$ cat config.mk
export PLATFORM = sky130hd
export DESIGN_NAME = alu_muldiv
export DESIGN_NICKNAME = d
export VERILOG_FILES = /design/src/rtl/alu_muldiv_pkg.sv /design/src/rtl/muldiv_iter.sv /design/src/rtl/alu_muldiv.sv
export SDC_FILE = /design/constraint.sdc
export NUM_CORES = 1
export LEC_CHECK = 0
export BUFFER_PORTS_ARGS = -buffer_cell sky130_fd_sc_hd__buf_2
export CORE_MARGIN = 2
export CORE_UTILIZATION = 55
export CTS_CLUSTER_DIAMETER = 80
export DETAILED_ROUTE_END_ITERATION = 12
export PLACE_DENSITY = 0.71
export SLEW_MARGIN = 20
export SYNTH_ARGS = -nofsm -noshare
export SYNTH_HDL_FRONTEND = slang
export SYNTH_SLANG_ARGS = --single-unit
$ cat constraint.sdc
create_clock -name clk -period 9.7 [get_ports clk]
set_input_delay 2.91 -clock clk [delete_from_list [all_inputs] [get_ports clk]]
set_output_delay 2.91 -clock clk [all_outputs]
set_load 0.03 [all_outputs]
$ cat src/rtl/alu_muldiv_pkg.sv
// Shared types and opcode helpers for the iterative RV32M multiply/divide unit.
package alu_muldiv_pkg;

  // funct3 encodings of the M extension
  typedef enum logic [2:0] {
    OP_MUL    = 3'b000,
    OP_MULH   = 3'b001,
    OP_MULHSU = 3'b010,
    OP_MULHU  = 3'b011,
    OP_DIV    = 3'b100,
    OP_DIVU   = 3'b101,
    OP_REM    = 3'b110,
    OP_REMU   = 3'b111
  } md_op_e;

  typedef enum logic [1:0] {
    IDLE = 2'd0,
    CALC = 2'd1,
    DONE = 2'd2
  } md_state_e;

  function automatic logic is_div(input logic [2:0] op);
    return op[2];
  endfunction

  // MUL treats op1 as signed; the low half is identical either way
  function automatic logic is_signed_op1(input logic [2:0] op);
    return (op == OP_MUL) || (op == OP_MULH) || (op == OP_MULHSU) ||
           (op == OP_DIV) || (op == OP_REM);
  endfunction

  function automatic logic is_signed_op2(input logic [2:0] op);
    return (op == OP_MUL) || (op == OP_MULH) || (op == OP_DIV) || (op == OP_REM);
  endfunction

endpackage

$ cat src/rtl/muldiv_iter.sv
// One radix-2 iteration of the multiply/divide datapath.
// Multiply: acc = {carry, hi, lo}; add multiplicand to hi when lo[0] is set,
// then shift the whole accumulator right by one.
// Divide (restoring): acc = {rem, quotient/dividend}; shift left by one,
// trial-subtract the divisor from the remainder and keep it when no borrow.
module muldiv_iter #(
  parameter int DATA_WIDTH = 32
) (
  input  logic [2*DATA_WIDTH:0]  acc,
  input  logic [DATA_WIDTH-1:0]  opnd,
  input  logic                   div_mode,
  output logic [2*DATA_WIDTH:0]  acc_next
);
  localparam int W = DATA_WIDTH;

  logic [W:0]   mul_sum;
  logic [W:0]   rem_shift;
  logic [W+1:0] diff;

  // single combinational step, selected by div_mode
  always_comb begin
    mul_sum   = acc[2*W:W] + (acc[0] ? {1'b0, opnd} : {(W+1){1'b0}});
    rem_shift = {acc[2*W-1:W], acc[W-1]};
    diff      = {1'b0, rem_shift} - {2'b00, opnd};
    acc_next  = {1'b0, mul_sum, acc[W-1:1]};
    if (div_mode) begin
      if (diff[W+1]) acc_next = {rem_shift, acc[W-2:0], 1'b0};
      else           acc_next = {diff[W:0], acc[W-2:0], 1'b1};
    end
  end

endmodule

$ cat src/rtl/alu_muldiv.sv
// Iterative RV32M multiply/divide unit with valid/ready handshakes.
// Optional feature macro: ALU_MULDIV_FAST_SPECIAL_EN -- when defined, divide
// by zero and signed overflow skip the iterations and finish in one cycle.
//
//   state | meaning
//   IDLE  | in_ready high, waiting for in_valid
//   CALC  | one datapath iteration per cycle, cnt counts down from W
//   DONE  | RESULT presented with out_valid, held until out_ready
module alu_muldiv
  import alu_muldiv_pkg::*;
#(
  parameter int DATA_WIDTH = 32
) (
  input  logic                  clk,
  input  logic                  rst,
  input  logic                  flush,
  input  logic                  in_valid,
  output logic                  in_ready,
  input  logic [DATA_WIDTH-1:0] ALUop1,
  input  logic [DATA_WIDTH-1:0] ALUop2,
  input  logic [2:0]            MDctrl,
  output logic                  out_valid,
  input  logic                  out_ready,
  output logic [DATA_WIDTH-1:0] RESULT,
  output logic                  busy
);
  localparam int W  = DATA_WIDTH;
  localparam int CW = $clog2(W) + 1;
  localparam logic [W-1:0] MOST_NEG = {1'b1, {(W-1){1'b0}}};

  md_state_e      state, state_next;
  logic [CW-1:0]  cnt;
  logic [2*W:0]   acc, acc_next;
  logic [W-1:0]   opnd;
  logic [2:0]     op_q;
  logic           neg_q, dz_q, ovf_q;
  logic [W-1:0]   a1_q;
  logic [W-1:0]   result_q;

  logic           a_neg, b_neg, in_neg, in_dz, in_ovf, fast_special;
  logic [W-1:0]   a_mag, b_mag;
  logic [2*W-1:0] prod_fix;
  logic [W-1:0]   q_fix, r_fix, final_val;

  // RISC-V defined results for divide by zero and most-negative / -1
  function automatic logic [W-1:0] special_value(input logic [2:0] op,
                                                 input logic [W-1:0] a1,
                                                 input logic dz);
    if (dz) return op[1] ? a1 : {W{1'b1}};
    else    return op[1] ? {W{1'b0}} : a1;
  endfunction

  // operand magnitudes, result sign and special-case detection at accept
  always_comb begin
    a_neg  = is_signed_op1(MDctrl) & ALUop1[W-1];
    b_neg  = is_signed_op2(MDctrl) & ALUop2[W-1];
    a_mag  = a_neg ? -ALUop1 : ALUop1;
    b_mag  = b_neg ? -ALUop2 : ALUop2;
    in_neg = (is_div(MDctrl) && MDctrl[1]) ? a_neg : (a_neg ^ b_neg);
    in_dz  = is_div(MDctrl) && (ALUop2 == '0);
    in_ovf = ((MDctrl == OP_DIV) || (MDctrl == OP_REM)) &&
             (ALUop1 == MOST_NEG) && (ALUop2 == {W{1'b1}});
`ifdef ALU_MULDIV_FAST_SPECIAL_EN
    fast_special = in_dz | in_ovf;
`else
    fast_special = 1'b0;
`endif
  end

  muldiv_iter #(.DATA_WIDTH(W)) u_iter (
    .acc      (acc),
    .opnd     (opnd),
    .div_mode (is_div(op_q)),
    .acc_next (acc_next)
  );

  // sign fix-up and result selection for the final iteration
  always_comb begin
    prod_fix = neg_q ? -acc_next[2*W-1:0] : acc_next[2*W-1:0];
    q_fix    = neg_q ? -acc_next[W-1:0]   : acc_next[W-1:0];
    r_fix    = neg_q ? -acc_next[2*W-1:W] : acc_next[2*W-1:W];
    if (dz_q || ovf_q)        final_val = special_value(op_q, a1_q, dz_q);
    else if (op_q == OP_MUL)  final_val = prod_fix[W-1:0];
    else if (!is_div(op_q))   final_val = prod_fix[2*W-1:W];
    else if (op_q[1])         final_val = r_fix;
    else                      final_val = q_fix;
  end

  // state register
  always_ff @(posedge clk) begin
    if (rst) state <= IDLE;
    else     state <= state_next;
  end

  // next state: flush overrides every handshake
  always_comb begin
    state_next = state;
    if (flush) begin
      state_next = IDLE;
    end else begin
      case (state)
        IDLE: if (in_valid) state_next = fast_special ? DONE : CALC;
        CALC: if (cnt == CW'(1)) state_next = DONE;
        DONE: if (out_ready) state_next = IDLE;
        default: state_next = IDLE;
      endcase
    end
  end

  // operand capture, iteration counter and result register
  always_ff @(posedge clk) begin
    if (rst) begin
      cnt      <= '0;
      acc      <= '0;
      opnd     <= '0;
      op_q     <= '0;
      neg_q    <= 1'b0;
      dz_q     <= 1'b0;
      ovf_q    <= 1'b0;
      a1_q     <= '0;
      result_q <= '0;
    end else if (!flush) begin
      if (state == IDLE && in_valid) begin
        acc   <= {{(W+1){1'b0}}, is_div(MDctrl) ? a_mag : b_mag};
        opnd  <= is_div(MDctrl) ? b_mag : a_mag;
        cnt   <= CW'(W);
        op_q  <= MDctrl;
        neg_q <= in_neg;
        dz_q  <= in_dz;
        ovf_q <= in_ovf;
        a1_q  <= ALUop1;
        if (fast_special) result_q <= special_value(MDctrl, ALUop1, in_dz);
      end else if (state == CALC) begin
        acc <= acc_next;
        cnt <= cnt - CW'(1);
        if (cnt == CW'(1)) result_q <= final_val;
      end
    end
  end

  assign in_ready  = (state == IDLE);
  assign out_valid = (state == DONE);
  assign busy      = (state == CALC) || (state == DONE);
  assign RESULT    = result_q;

endmodule

Yosys cells after proc, flatten, opt, wreduce, memory -nomap -nowiden
Index checks and enable logic that the tools add are counted.
W data, S select, Z words.
{"block": "op_classes", "add_sub_neg": 8, "n_eq_ne": 12, "mux": 26, "bitwise": 5, "n_reduce_logical": 24}
{"op": "$mux W32", "count": 14}
{"op": "$mux W65", "count": 4}
{"op": "$neg A32 Y32", "count": 4}
{"op": "$eq A32 B32 Y1 const B", "count": 2}
{"op": "$mux W64", "count": 1}
{"op": "$neg A64 Y64", "count": 1}
{"op": "$sub A33 B32 Y34", "count": 1}
{"op": "$add A33 B33 Y33", "count": 1}
{"op": "$logic_not A32 Y1", "count": 1}
{"op": "$mux W6", "count": 2}
{"op": "$logic_or A1 B1 Y1", "count": 9}
{"op": "$eq A3 B3 Y1 const B", "count": 2}
{"op": "$eq A6 B1 Y1 const B", "count": 1}
{"op": "$logic_not A3 Y1", "count": 2}
{"op": "$mux W2", "count": 3}
{"op": "$pmux W2 S3", "count": 1}
{"op": "$sub A6 B1 Y6 const B", "count": 1}
{"op": "$logic_and A1 B1 Y1", "count": 5}
{"op": "$ne A2 B2 Y1 const B", "count": 2}
{"op": "$reduce_and A2 Y1", "count": 2}
{"op": "$reduce_and A4 Y1", "count": 1}
{"op": "$eq A3 B1 Y1 const B", "count": 1}
{"op": "$eq A3 B2 Y1 const B", "count": 1}
{"op": "$reduce_and A3 Y1", "count": 1}
{"op": "10 further kinds", "count": 12}
{"block": "totals", "reg_bits": 175, "in_bits": 72, "out_inout_bits": 35}

Longest topological paths before layout
{"block": "logic_depth", "word_depth": 9, "depth_mapped": 25, "depth_no_buf": 21}

Cells and area by module
Synthesis repeated with hierarchy kept, for this count alone.
{"block": "hier_totals", "hier_cells": 2119, "hier_area_um2": 15601.2}
{"module": "alu_muldiv", "instances": 1, "cells_per_inst": 1485, "area_per_inst_um2": 11139.4, "seq_area_each_um2": 3503.4}
{"module": "muldiv_iter", "instances": 1, "cells_per_inst": 634, "area_per_inst_um2": 4461.8, "seq_area_each_um2": 0.0}

Worst setup path after synthesis
OpenSTA, ideal clock, no wires.
{"block": "synth_timing", "path_kind": "register -> register", "startpoint": "reg op_q[2]", "endpoint": "reg result_q[20], in the netlist RESULT[20]", "setup_time_ns": 0.103, "t_arrival_ns": 5.755, "path_slack_ns": 3.842, "path_stages_with_launch": 24, "n_path_buf": 11, "period_less_slack_ns": 5.858, "cell_sequence": "dfxtp_1 > buf_2 > buf_2 > buf_2 > buf_1 > buf_2 > buf_2 > buf_2 > buf_1 > buf_2 > buf_1 > buf_2 > a21o_1 > ha_1 > nand3b_1 > nor4_1 > o32ai_1 > nor4_4 > nand3b_4 > or3_1 > or4_4 > and3_1 > o31a_1 > a2111oi_2"}
{"block": "synth_via", "elab_chain_cells": 7, "word_cells_on_any_way": 12, "cone_classes": "3 x add/sub; 8 x mux; 1 x reduce/logical"}
{"element": "start, declared", "line": "alu_muldiv.sv:35", "rtl": "logic [2:0] op_q;"}
{"element": "start signal, assigned", "line": "alu_muldiv.sv:127", "rtl": "op_q <= MDctrl;"}
{"element": "$mux W65", "line": "muldiv_iter.sv:26", "rtl": "if (div_mode) begin"}
{"element": "$neg A32 Y32 (on tied branches)", "line": "alu_muldiv.sv:80, alu_muldiv.sv:81"}
{"element": "$mux W32 (on tied branches)", "line": "alu_muldiv.sv:80, alu_muldiv.sv:81"}
{"element": "$mux W32", "line": "alu_muldiv.sv:85", "rtl": "else if (op_q[1]) final_val = r_fix;"}
{"element": "$mux W32", "line": "alu_muldiv.sv:84", "rtl": "else if (!is_div(op_q)) final_val = prod_fix[2*W-1:W];"}
{"element": "$mux W32 *", "line": "alu_muldiv.sv:83", "rtl": "else if (op_q == OP_MUL) final_val = prod_fix[W-1:0];"}
{"element": "$mux W32 *", "line": "alu_muldiv.sv:82", "rtl": "if (dz_q || ovf_q) final_val = special_value(op_q, a1_q, dz_q);"}
{"element": "end signal, assigned", "line": "alu_muldiv.sv:132", "rtl": "if (fast_special) result_q <= special_value(MDctrl, ALUop1, in_dz);"}
{"element": "end signal, assigned", "line": "alu_muldiv.sv:136", "rtl": "if (cnt == CW'(1)) result_q <= final_val;"}
{"element": "end, declared", "line": "alu_muldiv.sv:38", "rtl": "logic [W-1:0] result_q;"}
Every way passes the cells marked *; elsewhere a longest branch is shown, timed or not.
A chain may end at the register's enable or synchronous reset.

Final worst setup path
{"block": "layout_timing", "startpoint": "reg opnd[18]", "endpoint": "reg result_q[20], in the netlist RESULT[20]"}
{"block": "layout_via", "elab_chain_cells": 9, "word_cells_on_any_way": 15, "cone_classes": "5 x add/sub; 10 x mux"}
{"element": "start, declared", "line": "alu_muldiv.sv:34", "rtl": "logic [W-1:0] opnd;"}
{"element": "start signal, assigned", "line": "alu_muldiv.sv:125", "rtl": "opnd <= is_div(MDctrl) ? b_mag : a_mag;"}
{"element": "$sub A33 B32 Y34 / $mux W32 (equally long branches)", "line": "muldiv_iter.sv:24, muldiv_iter.sv:22"}
{"element": "$mux W65 / $add A33 B33 Y33 (equally long branches)", "line": "muldiv_iter.sv:27, muldiv_iter.sv:22"}
{"element": "$mux W65 *", "line": "muldiv_iter.sv:26"}
{"element": "$neg A32 Y32 (on tied branches)", "line": "alu_muldiv.sv:80, alu_muldiv.sv:81"}
{"element": "$mux W32 (on tied branches)", "line": "alu_muldiv.sv:80, alu_muldiv.sv:81"}
{"element": "$mux W32", "line": "alu_muldiv.sv:85"}
{"element": "$mux W32", "line": "alu_muldiv.sv:84"}
{"element": "$mux W32 *", "line": "alu_muldiv.sv:83"}
{"element": "$mux W32 *", "line": "alu_muldiv.sv:82"}
Marked as above.

==> results by group <==
Power
  • Pwr/cell area: 123.3 nW/um^2
  • P_leak: between 7 and 8 nW
  • Maximum VDD drop: around 0.14 mV
  • Pwr Total: 2.274 mW

Logic synthesis
  • EDFF count, synth: 0
  • Synth async-reset ratio: 0%
  • Flops & latches, synth: between 150 and 200
  • Cell area after synthesis: between 15000 and 20000 sq um
  • Sequential-to-total area share from yosys stat: between 20% and 30%
  • Mapped Cells: 2497
  • Post-synthesis area per instance: slightly below 7 sq um
  • Syn Nets: ~2600
  • Top FF cell, synth: dfxtp_1
  • Synth unique cells: between 90 and 100
  • Synth warnings: 0

Detailed routing
  • Drt first pass iters: 6
  • DR vias: about 20000
  • Post-DR vias/cell: between 6 and 7
  • DRT iter0 DRCs: 2915
  • Antenna Nets Post-Route: 0
  • Routed len/inst: roughly 26 microns
  • Drt total wl: 74140 microns
  • Residual DRC: 0

Floorplan
  • Initial Utilization: ~56%
  • Std cell rows: 64
  • DIE WIDTH: around 180 microns
  • DIE AREA: 32820 sq um
  • Core area: roughly 31000 sq um
  • Die Height: approximately 180 microns
  • Num ports: about 110

Min path
  • Hold Path Class: reg2reg

STA
  • Relative slew slack: around 18%
  • Period utilisation layout: around 70%
  • Final setup fails: 0
  • Fmax: roughly 150 MHz
  • Post-route minimum period: roughly 6900 ps
  • Clock skew: 15.01 ps
  • Final hold vios: 0
  • TNS Setup: 0 ps
  • Hold WS: about 460 ps
  • RSZ-0062 raised after global routing: no
  • Final max-slew violation count: 0
  • Measured slew at the worst slew-check pin: around 1200 ps

Job
  • Number of max-cap violations: 0

Placement
  • GP Congestion: ~1.1
  • Dpl hpwl: approximately 58000 microns
  • Placed Instances: 2864
  • PortBufs: 106
  • DP Area: ~18000 sq um

Clock tree
  • Setup bufs post-CTS: 0
  • Clock Tree Buf Depth: 2
  • CTS clock-pin slew for the worst setup and hold paths: roughly 80 ps
  • Clock buffer count from CTS: 17
  • H-tree levels: 4
  • CTS Hold Buffers Added: 0
  • # clock sinks: about 180
  • Clk Latency, worst-skew pair: 480 ps
  • Root buf cell: clkbuf_16
  • TritonCTS clock tree: yes
  • Post-cts gate resize count: 0

Worst setup path
  • Worst EP required: 10060 ps
  • Maximum fanout along the worst path: 20
  • Crit. End Element: flop
  • Critical path type: reg2reg
  • Crit start category: flop
  • WP data arrival: approximately 7200 ps

GRT
  • First-pass GRT wire length: between 100000 and 150000 microns
  • Grt ovf: 0
  • Vias in the first global route: between 15000 and 20000
  • GRT busiest layer: met2
  • Met3 Resource Use GR: between 10% and 20%
  • Gr usage total: 44.40%
  • Met1 Track Usage GR: a little under 60%
  • GR Layer Usage met2: 64.69%
  • Pin count of the biggest net entering global routing: approximately 140
  • Initial antenna violation count: 2

Finish
  • Fin nets: ~2600
  • Share of cells above drive strength 1: under 10%
  • Non-filler cells, final: 2896
  • Commonest non-fill, non-tap cell in the layout: nand2_1
  • Most frequent cells in the layout: nand2_1 (317), nor2_1 (298), a21oi_1 (251)
  • Area delta synth->final: 6.872%
  • # diodes: 0
  • Final instance area: 18450 sq um

Status
  • Status: finished clean
## kinds of logic (layout without fill, tap and decap cells)
logic type      Yosys count  in the layout  share of synthesized area [%]
simple gates           1001           1001                          27.00
buf+inv                 235            238                          5.328
fa+ha+maj                76             76                          5.596
mux                      57             57                          3.356
flops                   175            175                          20.30
xor+xnor                171            171                          8.677
compound gates          782            782                          29.74
## cell type report
type                       instances  area [sq um]
multi-input combinational       2087         12880
fill                            3019         12300
sequential                       175          3508
timing repair buffer             135         763.2
tap                              396         495.5
clock buffer                      20         446.7
inverter                          71         266.5
clock inverter                    12         88.84
## Yosys cell counts, drive strengths merged (26+ instances only)
master,number,share of area (%)
nor2,300,6.5
nor4,34,1.3
buf,37,1.0
a211oi,62,2.7
ha,74,5.4
and2,48,1.8
a21oi,258,7.7
nand2,317,6.9
nor3,104,3.1
a22oi,28,1.2
inv,69,1.5
dfxtp,175,20
o31ai,26,1.1
clkbuf,127,2.8
o211ai,40,1.7
mux2i,50,2.9
xnor2,86,4.4
xor2,85,4.3
o21ai,144,4.2
a21o,35,1.6
nand3,55,1.6
nand4,34,1.3
## sequential cells by signal (all words and copies together) (netlist names)
| signal | flops |
|---|---|
| dz_q | 1 |
| a1_q | 32 |
| op_q | 3 |
| ovf_q | 1 |
| cnt | 6 |
| acc | 65 |
| neg_q | 1 |
| RESULT | 32 |
| opnd | 32 |
| state | 2 |
## through the flow
stage | util (%) | setup WS, ps
after floorplan | - | 3842
after detailed placement | 58.25 | 3001
after global routing | 59.99 | 2542
after CTS | 59.99 | 2990
final | 59.99 | 2843
after global placement | 58.22 | 3279
## critical path: stages, from the launching register on
cell,delay (ps)
dfxtp_1,370
inv_1,60
ha_1,410
a21o_4,280
a311oi_2,320
or4_4,210
a21o_1,330
nand3_1,780
a221oi_2,890
ha_1,390
nand3b_1,120
nor4_1,210
o32ai_1,230
nor4_4,310
nand3b_4,170
or3_1,430
or4_4,440
and3_1,190
o31a_1,300
a2111oi_2,300
## power by group
group | switching [mW] | internal [mW] | total, mW
sequential | 0.0368 | 0.748 | 0.784
combinational | 0.560 | 0.250 | 0.809
clock | 0.344 | 0.336 | 0.680
total | 0.940 | 1.33 | 2.27
## routing by layer
layer | vias to the layer above | share of wire (%) | wire length (microns)
li1 | 9093 | - | -
met1 | 9369 | 40 | 29470
met2 | 1349 | 42 | 30900
met3 | 252 | 11 | 8470
met4 | 2 | 7.1 | 5277
met5 | - | 0.018 | 13
## path summary, 6_finish.rpt
kind	start	endpoint	cells past startpoint	slack, ps
worst max-delay path	opnd[18]	RESULT[20]	19	2840
worst min-delay path	a1_q[31]	a1_q[31]	2	460
worst max register to register	opnd[18]	RESULT[20]	19	2840
worst min register to register	a1_q[31]	a1_q[31]	2	460
Note: power is estimated with default switching activity, not from simulation.
